**config.mk**
```make
export PLATFORM = sky130hd
export DESIGN_NAME = asic_latch_ram_writer
export DESIGN_NICKNAME = d
export VERILOG_FILES = /design/src/rtl/asic_latch_ram_writer.sv
export SDC_FILE = /design/constraint.sdc
export NUM_CORES = 1
export LEC_CHECK = 0
export BUFFER_PORTS_ARGS = -buffer_cell sky130_fd_sc_hd__buf_2
export CORE_UTILIZATION = 52
export CTS_CLUSTER_DIAMETER = 200
export DETAILED_ROUTE_END_ITERATION = 16
export GPL_ROUTABILITY_DRIVEN = 0
export GPL_TIMING_DRIVEN = 0
export MAX_ROUTING_LAYER = met4
export PLACE_DENSITY_LB_ADDON = 0.2
export SLEW_MARGIN = 20
export SYNTH_ARGS = -nofsm -noshare
export SYNTH_HDL_FRONTEND = slang
export SYNTH_SLANG_ARGS = --single-unit
```
**constraint.sdc**
```tcl
create_clock -name clk -period 5.8 [get_ports clk]
set_input_delay 0.58 -clock clk [delete_from_list [all_inputs] [get_ports clk]]
set_output_delay 0.58 -clock clk [all_outputs]
set_load 0.05 [all_outputs]
```
**src/rtl/asic_latch_ram_writer.sv**
```systemverilog
// Write-side controller for the latch RAM write port.
// Clears the whole RAM after reset or on request, then accepts byte-masked
// write requests and performs a read-modify-write through a single stage.
// The stage register doubles as the RAM output register: a request captured
// on one edge is presented to the RAM for the whole following cycle, and the
// byte merge uses the RAM's combinational read of that same address.
module asic_latch_ram_writer #(
   parameter int                  DATA_WIDTH  = 32,
   parameter int                  ADDR_WIDTH  = 5,
   parameter logic [DATA_WIDTH-1:0] CLEAR_VALUE = '0
) (
   input  logic                    clk,
   input  logic                    rst,
   input  logic                    req_valid,
   output logic                    req_ready,
   input  logic [ADDR_WIDTH-1:0]   req_addr,
   input  logic [DATA_WIDTH-1:0]   req_data,
   input  logic [DATA_WIDTH/8-1:0] req_mask,
   input  logic                    clear_start,
   output logic                    clear_busy,
   output logic                    clear_done,
   output logic                    ram_write_enable,
   output logic [ADDR_WIDTH-1:0]   ram_write_addr,
   output logic [DATA_WIDTH-1:0]   ram_write_data_in,
   input  logic [DATA_WIDTH-1:0]   ram_write_data_out
);

   localparam int MASK_WIDTH = DATA_WIDTH / 8;
   localparam logic [ADDR_WIDTH-1:0] LAST_ADDR = '1;

   typedef enum logic [1:0] {
      ST_CLEAR,
      ST_RUN,
      ST_DRAIN
   } state_t;

   state_t                  state, state_n;
   logic [ADDR_WIDTH-1:0]   sweep_addr, sweep_addr_n;
   logic                    sweep_last, sweep_last_n;
   logic                    stage_valid, stage_valid_n;
   logic [DATA_WIDTH-1:0]   stage_data, stage_data_n;
   logic [MASK_WIDTH-1:0]   stage_mask, stage_mask_n;
   logic                    wr_en, wr_en_n;
   logic [ADDR_WIDTH-1:0]   wr_addr, wr_addr_n;
   logic                    wr_merge, wr_merge_n;
   logic                    done_q, done_n;
   logic                    handshake;
   logic [DATA_WIDTH-1:0]   merged;

   assign req_ready         = (state == ST_RUN);
   assign clear_busy        = (state != ST_RUN);
   assign clear_done        = done_q;
   assign handshake         = req_valid && req_ready;
   assign ram_write_enable  = wr_en;
   assign ram_write_addr    = wr_addr;
   assign ram_write_data_in = wr_merge ? merged : CLEAR_VALUE;

   // Byte merge of the staged request over the current RAM word at the stage address.
   always_comb begin
      merged = ram_write_data_out;
      for (int i = 0; i < MASK_WIDTH; i++) begin
         if (stage_mask[i]) begin
            merged[i*8 +: 8] = stage_data[i*8 +: 8];
         end
      end
   end

   // Next-state and next-output logic for sweep, request capture and drain.
   always_comb begin
      state_n       = state;
      sweep_addr_n  = sweep_addr;
      sweep_last_n  = sweep_last;
      stage_valid_n = 1'b0;
      stage_data_n  = stage_data;
      stage_mask_n  = stage_mask;
      wr_en_n       = 1'b0;
      wr_addr_n     = wr_addr;
      wr_merge_n    = wr_merge;
      done_n        = 1'b0;
      case (state)
         ST_CLEAR: begin
            if (sweep_last) begin
               state_n = ST_RUN;
               done_n  = 1'b1;
            end else begin
               wr_en_n    = 1'b1;
               wr_addr_n  = sweep_addr;
               wr_merge_n = 1'b0;
               if (sweep_addr == LAST_ADDR) begin
                  sweep_last_n = 1'b1;
               end else begin
                  sweep_addr_n = sweep_addr + 1'b1;
               end
            end
         end
         ST_RUN: begin
            if (handshake) begin
               stage_valid_n = 1'b1;
               stage_data_n  = req_data;
               stage_mask_n  = req_mask;
               wr_en_n       = 1'b1;
               wr_addr_n     = req_addr;
               wr_merge_n    = 1'b1;
            end
            if (clear_start) begin
               if (stage_valid || handshake) begin
                  state_n = ST_DRAIN;
               end else begin
                  state_n      = ST_CLEAR;
                  sweep_addr_n = '0;
                  sweep_last_n = 1'b0;
               end
            end
         end
         ST_DRAIN: begin
            state_n      = ST_CLEAR;
            sweep_addr_n = '0;
            sweep_last_n = 1'b0;
         end
         default: begin
            state_n = ST_CLEAR;
         end
      endcase
   end

   // State and output registers; reset drops any staged request and rearms the sweep.
   always_ff @(posedge clk or negedge rst) begin
      if (!rst) begin
         state       <= ST_CLEAR;
         sweep_addr  <= '0;
         sweep_last  <= 1'b0;
         stage_valid <= 1'b0;
         stage_data  <= '0;
         stage_mask  <= '1;
         wr_en       <= 1'b0;
         wr_addr     <= '0;
         wr_merge    <= 1'b1;
         done_q      <= 1'b0;
      end else begin
         state       <= state_n;
         sweep_addr  <= sweep_addr_n;
         sweep_last  <= sweep_last_n;
         stage_valid <= stage_valid_n;
         stage_data  <= stage_data_n;
         stage_mask  <= stage_mask_n;
         wr_en       <= wr_en_n;
         wr_addr     <= wr_addr_n;
         wr_merge    <= wr_merge_n;
         done_q      <= done_n;
      end
   end

endmodule

```
==> results of run 1 <==
==> state kept, by name, indices dropped and copies added (netlist names) <==
| name | cells |
|---|---|
| stage_mask | 4 |
| ram_write_addr | 5 |
| sweep_addr | 5 |
| clear_done | 1 |
| state | 2 |
| sweep_last | 1 |
| stage_valid | 1 |
| wr_merge | 1 |
| stage_data | 32 |
| ram_write_enable | 1 |
==> cells by family after synthesis <==
logic type                 synth area share, %
AOI/OAI and AO/OA                         6.40
adders and majority gates                 2.22
buffers and inverters                     3.29
DFF                                       47.3
muxes                                     30.5
and+or+nand+nor                           10.3
==> final timing paths <==
| kind | to | from | slack, ns | depth (start not counted) |
|---|---|---|---|---|
| worst max-delay path | ram_write_data_in[0] | stage_mask[0] | 3.32 | 4 |
| worst min-delay path | sweep_addr[0] | rst | 0.29 | 1 |
| worst max register to register | sweep_addr[1] | sweep_addr[0] | 3.72 | 6 |
| worst min register to register | ram_write_addr[3] | ram_write_addr[3] | 0.51 | 1 |
| max in group asynchronous | stage_data[8] | rst | 5.06 | 1 |
| min in group clk | stage_data[4] | req_data[4] | 0.50 | 2 |
==> per-layer routing <==
layer | global-route usage [%] | up-vias | routed length [µm]
met2 | 34.2 | 69 | 2780
met4 | 5.56 | 0 | 50
met3 | 4.76 | 5 | 396
met1 | 25.6 | 1000 | 2430
met5 | - | - | 0
li1 | - | 1045 | -
==> layout by cell type (no fill, tap or decap), drive strengths merged, types with 3 or more instances in the layout <==
| cell type | count |
|---|---|
| a2111oi | 3 |
| a21oi | 4 |
| buf | 122 |
| clkbuf | 13 |
| dfrtp | 48 |
| dfstp | 5 |
| ha | 5 |
| inv | 8 |
| mux2 | 47 |
| mux2i | 33 |
| nand2 | 3 |
| nor2 | 3 |
| nor2b | 36 |
| o21ai | 4 |
==> per-stage QoR <==
| stage | hold WS (ns) | power [mW] | cell area, µm² | setup slack, ns | utilization [%] |
|---|---|---|---|---|---|
| floorplan | 0.284 | 1.21 | 2820 | 3.49 | - |
| global placement | 0.488 | 1.34 | 3490 | 3.71 | 67.5 |
| detailed placement | 0.493 | 1.37 | 3490 | 3.65 | 67.5 |
| CTS | 0.331 | 1.62 | 3610 | 3.32 | 69.7 |
| global route | 0.361 | 1.72 | 3610 | 3.21 | 69.7 |
| finish | 0.291 | 1.61 | 3610 | 3.32 | 69.7 |
==> layout make-up <==
class | count | share of cell area [%]
clock buffer | 5 | 1.91
clock inverter | 3 | 1.28
inverter | 8 | 0.832
buffer | 13 | 1.73
timing repair buffer | 117 | 16.3
multi-input combinational | 154 | 38.6
tap | 70 | 2.43
sequential | 53 | 36.9
==> power by group through the flow <==
stage / registers, mW / clock network [mW] / logic, mW
2_1_floorplan: 0.695 / 0 / 0.517
3_3_place_gp: 0.643 / 0 / 0.698
3_5_place_dp: 0.652 / 0 / 0.719
4_1_cts: 0.645 / 0.256 / 0.719
5_1_grt: 0.668 / 0.272 / 0.782
6_report: 0.644 / 0.251 / 0.711
==> flow_metrics.env, run 1 <==
export IMPL_final_nets=434
export IMPL_synth_top_area_cell="dfrtp_1"
export IMPL_post_cts_resized=0
export IMPL_grt_max_degree=54
export IMPL_dp_hpwl_um=4350
export IMPL_wirelength_um=5660
export IMPL_worst_pin_slew_ns=0.657
export IMPL_switching_share_pct=35.6
export IMPL_setup_violations=0
export IMPL_power_density_nw_per_um2=445
export IMPL_fin_crit_ns=2.48
export IMPL_rsz0062_at_grt="false"
export IMPL_syn_inst=228
export IMPL_cpMaxStageDelayCell="dfstp_2"
export IMPL_cts_setup_buffers=0
export IMPL_vias_per_cell=5.01
export IMPL_yosysSeqAreaShare_pct=47.3
export IMPL_cellLeakagePower_nw=1.83
export IMPL_max_slew_margin_rel_pct=56.2
export IMPL_io_buffer_count=117
export IMPL_crit_path_end_kind="primary output"
export IMPL_rows=26
export IMPL_crit_path_max_incr_delay_ns=0.53
export IMPL_synth_common_cells="dfrtp_1 (48), mux2_2 (46), nor2b_1 (36)"
export IMPL_cts_htree_levels=2
export IMPL_path_class="reg2out"
export IMPL_clockBufferDepth=2
export IMPL_required_ns=5.22
export IMPL_route_vias_total=2119
export IMPL_synthTopCellsByArea="dfrtp_1 (43%), mux2_2 (18%), mux2i_1 (12%), nor2b_1 (8.0%), dfstp_2 (4.7%)"
export IMPL_max_cap_violations=0
export IMPL_clk_latency_ns=0.30
export IMPL_synthToLayoutAreaGrowth_pct=28.1
export IMPL_drc_errors=0
export IMPL_crit_family="buffers and inverters"
export IMPL_clockRootBuffer="clkbuf_8"
export IMPL_pwr_share_comb_pct=44.3
export IMPL_min_path_type="in2async"
export IMPL_cts_hold_fix_buffers=0
export IMPL_p_seq_share_pct=40.1
export IMPL_crit_buf_inv=2
export IMPL_fin_worst_skew_ns=0.00415
export IMPL_start_kind="flip-flop"
export IMPL_power_internal_mw=1.03
export IMPL_yosys_register_bits=53
export IMPL_synth_top_cell_area_share_pct=42.6
export IMPL_worstPathCellList="clkbuf_1 -> mux2i_1 -> nor2b_1 -> buf_2"
export IMPL_fmax_mhz=403
export IMPL_hold_violations=0
export IMPL_drive_above_1_share_pct=52.4
export IMPL_cts_made_buffers=5
export IMPL_grt_pass1_vias=1915
export IMPL_synth_area_um2=2820
export IMPL_ys_warn_count=0
export IMPL_avgSynthCellArea_um2=12.4
export IMPL_synth_edf_count=0
export IMPL_grtUsageTotal_pct=20.7
export IMPL_drt_wirelength_per_cell_um=13.4
export IMPL_dominantRegCellSynth="dfrtp_1"
export IMPL_arrival_ns=1.90
export IMPL_cts_tree="yes"
export IMPL_fin_cells=423
export IMPL_drv_slew=0
export IMPL_multi_input_area_um2=1390
export IMPL_pin_count=118
export IMPL_start_util_pct=54.5
export IMPL_clkSinkCount=53
export IMPL_pwr_share_clk_pct=15.6
export IMPL_cp_max_fo=9
export IMPL_antenna_left=0
export IMPL_die_x_um=75.6
export IMPL_ys_types=31
export IMPL_ir_drop_uv=326
export IMPL_fin_tns_setup_ns=0
export IMPL_clk_pin_slew_ns=0.10
export IMPL_period_share_pct=42.8
export IMPL_die_h_um=75.6
export IMPL_grt_pass1_wl_um=8590
export IMPL_core_area_um2=5170
export IMPL_p_sw_uw=572
export IMPL_yosysMostFrequentCell="dfrtp_1"
export IMPL_fp_dieArea_um2=5710
export IMPL_register_area_um2=1330
export IMPL_dr_first_iter_drc_count=62
export IMPL_nFillCells=427
export IMPL_firstDrtPassIters=4
export IMPL_overflow=0
export IMPL_outcome="finished clean"
export IMPL_antenna_found_initial=0
export IMPL_syn_num_nets=310
export IMPL_antennaDiodeCount=0
export IMPL_numPlacedInstances=415
export IMPL_async_flop_share_pct=100
(Power assumes the default switching activity.)
==> inputs of run 2 (changes only) <==
--- a/config.mk
+++ b/config.mk
@@ -6,7 +6,7 @@
 export NUM_CORES = 1
 export LEC_CHECK = 0
 export BUFFER_PORTS_ARGS = -buffer_cell sky130_fd_sc_hd__buf_2
-export CORE_UTILIZATION = 52
+export CORE_UTILIZATION = 43
 export CTS_CLUSTER_DIAMETER = 200
 export DETAILED_ROUTE_END_ITERATION = 16
 export GPL_ROUTABILITY_DRIVEN = 0
==> constraint.sdc (replaced) <==
create_clock -name clk -period 2.1 [get_ports clk]
set_input_delay 0.21 -clock clk [delete_from_list [all_inputs] [get_ports clk]]
set_output_delay 0.21 -clock clk [all_outputs]
set_load 0.05 [all_outputs]
==> run 2 against run 1 <==
  * Design area increased by 0.17%
  * Via count grew 0.99%
  * Global-route usage is 2.4 points lower
  * Largest power group is now sequential cells
  * Highest routed layer unchanged
==> flow_metrics.env, run 2 (synthesis gave the netlist of run 1 again) <==
export IMPL_core_area_um2=6350
export IMPL_layout_commonest_cell="buf_2"
export IMPL_fin_worst_skew_ns=0.00592
export IMPL_max_slew_margin_rel_pct=54.5
export IMPL_power_density_nw_per_um2=1190
export IMPL_largest_register="stage_data"
export IMPL_nFillCells=576
export IMPL_hold_ws_ns=0.143
export IMPL_r2r_setup_slack_ns=0.06
export IMPL_antenna_found_initial=0
export IMPL_pin_count=118
export IMPL_rows=29
export IMPL_io_buffer_count=117
export IMPL_drt_wirelength_per_cell_um=13.8
export IMPL_power_mw=4.31
export IMPL_clkSinkCount=53
export IMPL_overflow=0
export IMPL_p_seq_share_pct=44.4
export IMPL_clk_pin_slew_ns=0.09
export IMPL_multi_input_area_um2=1400
export IMPL_period_share_pct=97.0
export IMPL_power_internal_mw=2.76
export IMPL_antenna_left=0
export IMPL_drv_slew=0
export IMPL_cts_tree="yes"
export IMPL_r2r_cells=6
export IMPL_die_x_um=82.9
export IMPL_ir_drop_uv=742
export IMPL_grtUsageTotal_pct=18.3
export IMPL_largest_reg_flops=32
export IMPL_crit_start="sweep_addr[0]"
export IMPL_outcome="finished clean"
export IMPL_grt_pass1_wl_um=10000
export IMPL_wirelength_um=5930
export IMPL_drc_errors=0
export IMPL_grt_pass1_vias=2145
export IMPL_rsz0062_at_grt="false"
export IMPL_rr_endpoint="sweep_addr[1]"
export IMPL_worst_pin_slew_ns=0.683
export IMPL_layout_common_cells="buf_2 (117), dfrtp_1 (47), mux2_2 (46)"
export IMPL_fp_dieArea_um2=6880
export IMPL_register_area_um2=1330
export IMPL_grt_max_degree=54
export IMPL_reg2reg_from="sweep_addr[0]"
export IMPL_max_cap_violations=0
export IMPL_clk_latency_ns=0.29
export IMPL_drive_above_1_share_pct=53.4
export IMPL_clockBufferDepth=2
export IMPL_p_sw_mw=1.55
export IMPL_vias_per_cell=4.99
export IMPL_antennaDiodeCount=0
export IMPL_dr_first_iter_drc_count=62
export IMPL_pwr_share_comb_pct=43.1
export IMPL_cellLeakagePower_nw=1.83
export IMPL_cp_max_fo=4
export IMPL_synthToLayoutAreaGrowth_pct=28.3
export IMPL_fin_crit_ns=2.04
export IMPL_dp_hpwl_um=4410
export IMPL_fmax_mhz=491
export IMPL_final_nets=433
export IMPL_switching_share_pct=35.9
export IMPL_required_ns=2.28
export IMPL_crit_path_end_kind="flip-flop"
export IMPL_route_vias_total=2140
export IMPL_hold_violations=0
export IMPL_min_path_type="in2reg"
export IMPL_setup_violations=0
export IMPL_arrival_ns=2.22
export IMPL_start_kind="flip-flop"
export IMPL_cts_htree_levels=2
export IMPL_cts_made_buffers=5
export IMPL_pwr_share_clk_pct=12.6
export IMPL_critPathCapture="sweep_addr[1]"
export IMPL_die_h_um=82.9
export IMPL_clockRootBuffer="clkbuf_8"
export IMPL_start_util_pct=44.4
export IMPL_firstDrtPassIters=4
export IMPL_path_class="reg2reg"
-- run 2: power by group through the flow --
stage	logic (mW)	clock network, mW	registers, mW
finish	1.86	0.542	1.91
global route	2.02	0.613	2.00
CTS	1.96	0.576	1.81
detailed placement	2.00	0	1.79
global placement	1.95	0	1.77
floorplan	1.43	0	1.92
-- run 2: timing repair --
item,4_1_cts,5_1_grt
hold buffers,1,0
pin swaps,1,1
endpoints found under the hold margin,48,0
resized for setup,0,8
setup buffers,0,2
setup endpoints to repair,4,48
-- run 2: cell type report --
cell class              count  area share [%]
repair buffers            120            17.0
clock buffers               8            2.22
plain buffers               9            1.63
well taps                  77            2.67
multi-input cells         154            38.8
flip-flops and latches     53            36.9
inverters                   8           0.831
-- run 2: stage by stage --
| step | setup WS [ns] | instance area [µm²] | instances | TNS [ns] | util, % |
|---|---|---|---|---|---|
| 3_5_place_dp | -0.0169 | 3500 | 422 | -0.0229 | 55.2 |
| 4_1_cts | 0.00714 | 3590 | 430 | 0 | 56.5 |
| 2_1_floorplan | 0.0609 | 2820 | 228 | 0 | - |
| 5_1_grt | 0.00731 | 3610 | 429 | 0 | 56.9 |
| 6_report | 0.0632 | 3610 | 429 | 0 | 56.9 |
| 3_3_place_gp | 0.0174 | 3500 | 422 | 0 | 55.1 |
-- run 2: how the worst min path moves through the flow --
| stage | from | to | depth (start not counted) |
|---|---|---|---|
| after CTS | req_data[29] | stage_data[29] | 2 |
| after detailed placement | rst | stage_data[15] | 1 |
| after global placement | req_data[30] | stage_data[30] | 2 |
| final | req_data[15] | stage_data[15] | 2 |
| after global routing | req_data[27] | stage_data[27] | 2 |
| after floorplan | rst | clear_done | 0 |
-- run 2: layer usage --
| metal | vias to the layer above | global-route usage, % | routed length, µm |
|---|---|---|---|
| met5 | - | - | 0 |
| met2 | 73 | 30.9 | 2880 |
| met3 | 4 | 3.48 | 294 |
| met1 | 1024 | 23.0 | 2710 |
| li1 | 1039 | - | - |
| met4 | 0 | 3.76 | 44 |
-- run 2: critical path: stages (launching register included) --
cell and delay, ns:
dfrtp_2 0.41, ha_1 0.22, and3_1 0.19, ha_1 0.20
o21a_4 0.23, a211oi_4 0.30, mux2_2 0.38
==> inputs of run 3 (changes only) <==
--- a/config.mk
+++ b/config.mk
@@ -6,8 +6,8 @@
 export NUM_CORES = 1
 export LEC_CHECK = 0
 export BUFFER_PORTS_ARGS = -buffer_cell sky130_fd_sc_hd__buf_2
+export CORE_ASPECT_RATIO = 0.9
 export CORE_UTILIZATION = 43
-export CTS_CLUSTER_DIAMETER = 200
 export DETAILED_ROUTE_END_ITERATION = 16
 export GPL_ROUTABILITY_DRIVEN = 0
 export GPL_TIMING_DRIVEN = 0
==> run 3 against run 2 <==
  * Cell count is 3.0% higher
  * Critical path depth stayed put
  * First-iteration DRC count is 6.5% lower
  * Wire length is 1.4% higher
  * Design area is 1.9% higher
  * Register-to-register slack hardly changed
  * Global-route usage is 0.66 points lower
  * Utilization is 2.4 points higher
  * Sequential cell count stayed put
  * Clock-buffer cell count is 1 lower
  * Sequential power hardly changed
  * Setup slack better by 0.0071 ns
==> flow_metrics.env, run 3 (synthesis gave the netlist of run 1 again) <==
export IMPL_drv_slew=0
export IMPL_nFillCells=589
export IMPL_fin_tns_setup_ns=0
export IMPL_numPlacedInstances=432
export IMPL_layout_common_cells="buf_2 (117), dfrtp_1 (48), mux2_2 (46)"
export IMPL_arrival_ns=2.21
export IMPL_required_ns=2.28
export IMPL_fin_worst_skew_ns=0.0122
export IMPL_register_area_um2=1330
export IMPL_multi_input_area_um2=1400
export IMPL_ir_drop_uv=768
export IMPL_cp_max_fo=4
export IMPL_grt_max_degree=54
export IMPL_largest_reg_flops=32
export IMPL_cts_tree="yes"
export IMPL_switching_share_pct=34.5
export IMPL_r2r_setup_slack_ns=0.07
export IMPL_min_delay_start="req_data[1]"
export IMPL_antennaDiodeCount=0
export IMPL_fp_dieArea_um2=6880
export IMPL_clk_pin_slew_ns=0.10
export IMPL_grt_pass1_vias=2008
export IMPL_cellLeakagePower_nw=1.86
export IMPL_rows=27
export IMPL_cts_htree_levels=2
export IMPL_firstDrtPassIters=3
export IMPL_rsz0062_at_grt="false"
export IMPL_fmax_mhz=493
export IMPL_reg2reg_from="sweep_addr[0]"
export IMPL_final_nets=436
export IMPL_r2r_cells=6
export IMPL_wirelength_um=6010
export IMPL_drive_above_1_share_pct=54.1
export IMPL_die_x_um=87.3
export IMPL_worst_pin_slew_ns=0.684
export IMPL_fin_cells=442
export IMPL_power_internal_mw=2.91
export IMPL_hold_violations=0
export IMPL_pwr_share_comb_pct=41.3
export IMPL_pwr_share_clk_pct=15.8
export IMPL_outcome="finished clean"
export IMPL_io_buffer_count=117
export IMPL_route_vias_total=2128
export IMPL_clk_latency_ns=0.29
export IMPL_max_slew_margin_rel_pct=54.4
export IMPL_dp_hpwl_um=4490
export IMPL_dr_first_iter_drc_count=58
export IMPL_die_h_um=78.8
export IMPL_clockRootBuffer="clkbuf_8"
export IMPL_setup_violations=0
export IMPL_core_area_um2=6220
export IMPL_largest_register="stage_data"
export IMPL_clockBufferDepth=2
export IMPL_min_path_type="in2reg"
export IMPL_vias_per_cell=4.81
export IMPL_start_util_pct=45.3
export IMPL_overflow=0
export IMPL_antenna_found_initial=0
export IMPL_max_cap_violations=0
export IMPL_cts_made_buffers=5
export IMPL_p_seq_share_pct=42.9
export IMPL_rr_endpoint="sweep_addr[1]"
export IMPL_p_sw_mw=1.53
export IMPL_drt_wirelength_per_cell_um=13.6
export IMPL_critPathCapture="sweep_addr[1]"
export IMPL_power_density_nw_per_um2=1210
export IMPL_synthToLayoutAreaGrowth_pct=30.8
export IMPL_period_share_pct=96.6
export IMPL_power_mw=4.44
export IMPL_start_kind="flip-flop"
export IMPL_antenna_left=0
export IMPL_pin_count=118
export IMPL_path_class="reg2reg"
export IMPL_crit_start="sweep_addr[0]"
export IMPL_layout_commonest_cell="buf_2"
export IMPL_grtUsageTotal_pct=17.6
export IMPL_drc_errors=0
export IMPL_crit_path_end_kind="flip-flop"
export IMPL_clkSinkCount=53
export IMPL_fin_crit_ns=2.03
export IMPL_grt_pass1_wl_um=9330
run 3: power groups by stage:
stage	Sequential [mW]	Combinational, mW	Clock [mW]
2_1_floorplan	1.92	1.43	0
4_1_cts	1.82	1.96	0.734
3_3_place_gp	1.78	1.95	0
3_5_place_dp	1.79	2.01	0
5_1_grt	1.98	1.99	0.768
6_report	1.90	1.83	0.703
run 3: cell type report:
type	instances	area share, %
buffer	9	1.60
inverter	8	0.815
sequential	53	36.2
clock buffer	7	2.34
clock inverter	1	0.815
timing repair buffer	123	17.3
multi-input combinational	154	38.0
tap	87	2.96
run 3: repair_timing:
item                                   4_1_cts  5_1_grt
hold buffers                                 1        0
gates cloned                                 0        0
buffers inserted                             0        5
pin swaps                                    1        1
setup endpoints to repair                   10       48
gates resized for setup                      0        7
endpoints found under the hold margin       48        0
run 3: worst min path at each step:
| stage | depth (start not counted) | slack (ns) | to |
|---|---|---|---|
| 2_1_floorplan | 0 | -0.09 | clear_done |
| 3_3_place_gp | 2 | 0.44 | stage_data[22] |
| 3_5_place_dp | 1 | 0.30 | ram_write_addr[4] |
| 4_1_cts | 2 | 0.13 | stage_data[14] |
| 5_1_grt | 2 | 0.13 | stage_data[1] |
| 6_report | 2 | 0.14 | stage_data[1] |
run 3: through the flow:
step / instance area, µm² / setup WS [ns] / hold slack [ns] / utilization (%)
after CTS: 3640 / 0.0142 / 0.130 / 58.5
after floorplan: 2820 / 0.0609 / -0.0856 / -
after global placement: 3510 / 0.0121 / 0.441 / 56.5
after detailed placement: 3520 / 0.00918 / 0.296 / 56.6
after global routing: 3680 / 0.00271 / 0.125 / 59.3
final: 3680 / 0.0704 / 0.141 / 59.3
run 3: layer usage:
layer | up-vias | wire length, µm | track usage (%)
li1 | 1045 | - | -
met1 | 1004 | 2810 | 23.1
met2 | 73 | 2750 | 27.6
met3 | 6 | 358 | 3.95
met4 | 0 | 81 | 5.08
met5 | - | 0 | -
run 3: critical path: stages (launching register included):
cell and delay (ns):
dfrtp_1 0.41, ha_1 0.22, and3_1 0.19, ha_1 0.21, o21a_4 0.23, a211oi_4 0.29, mux2_2 0.37
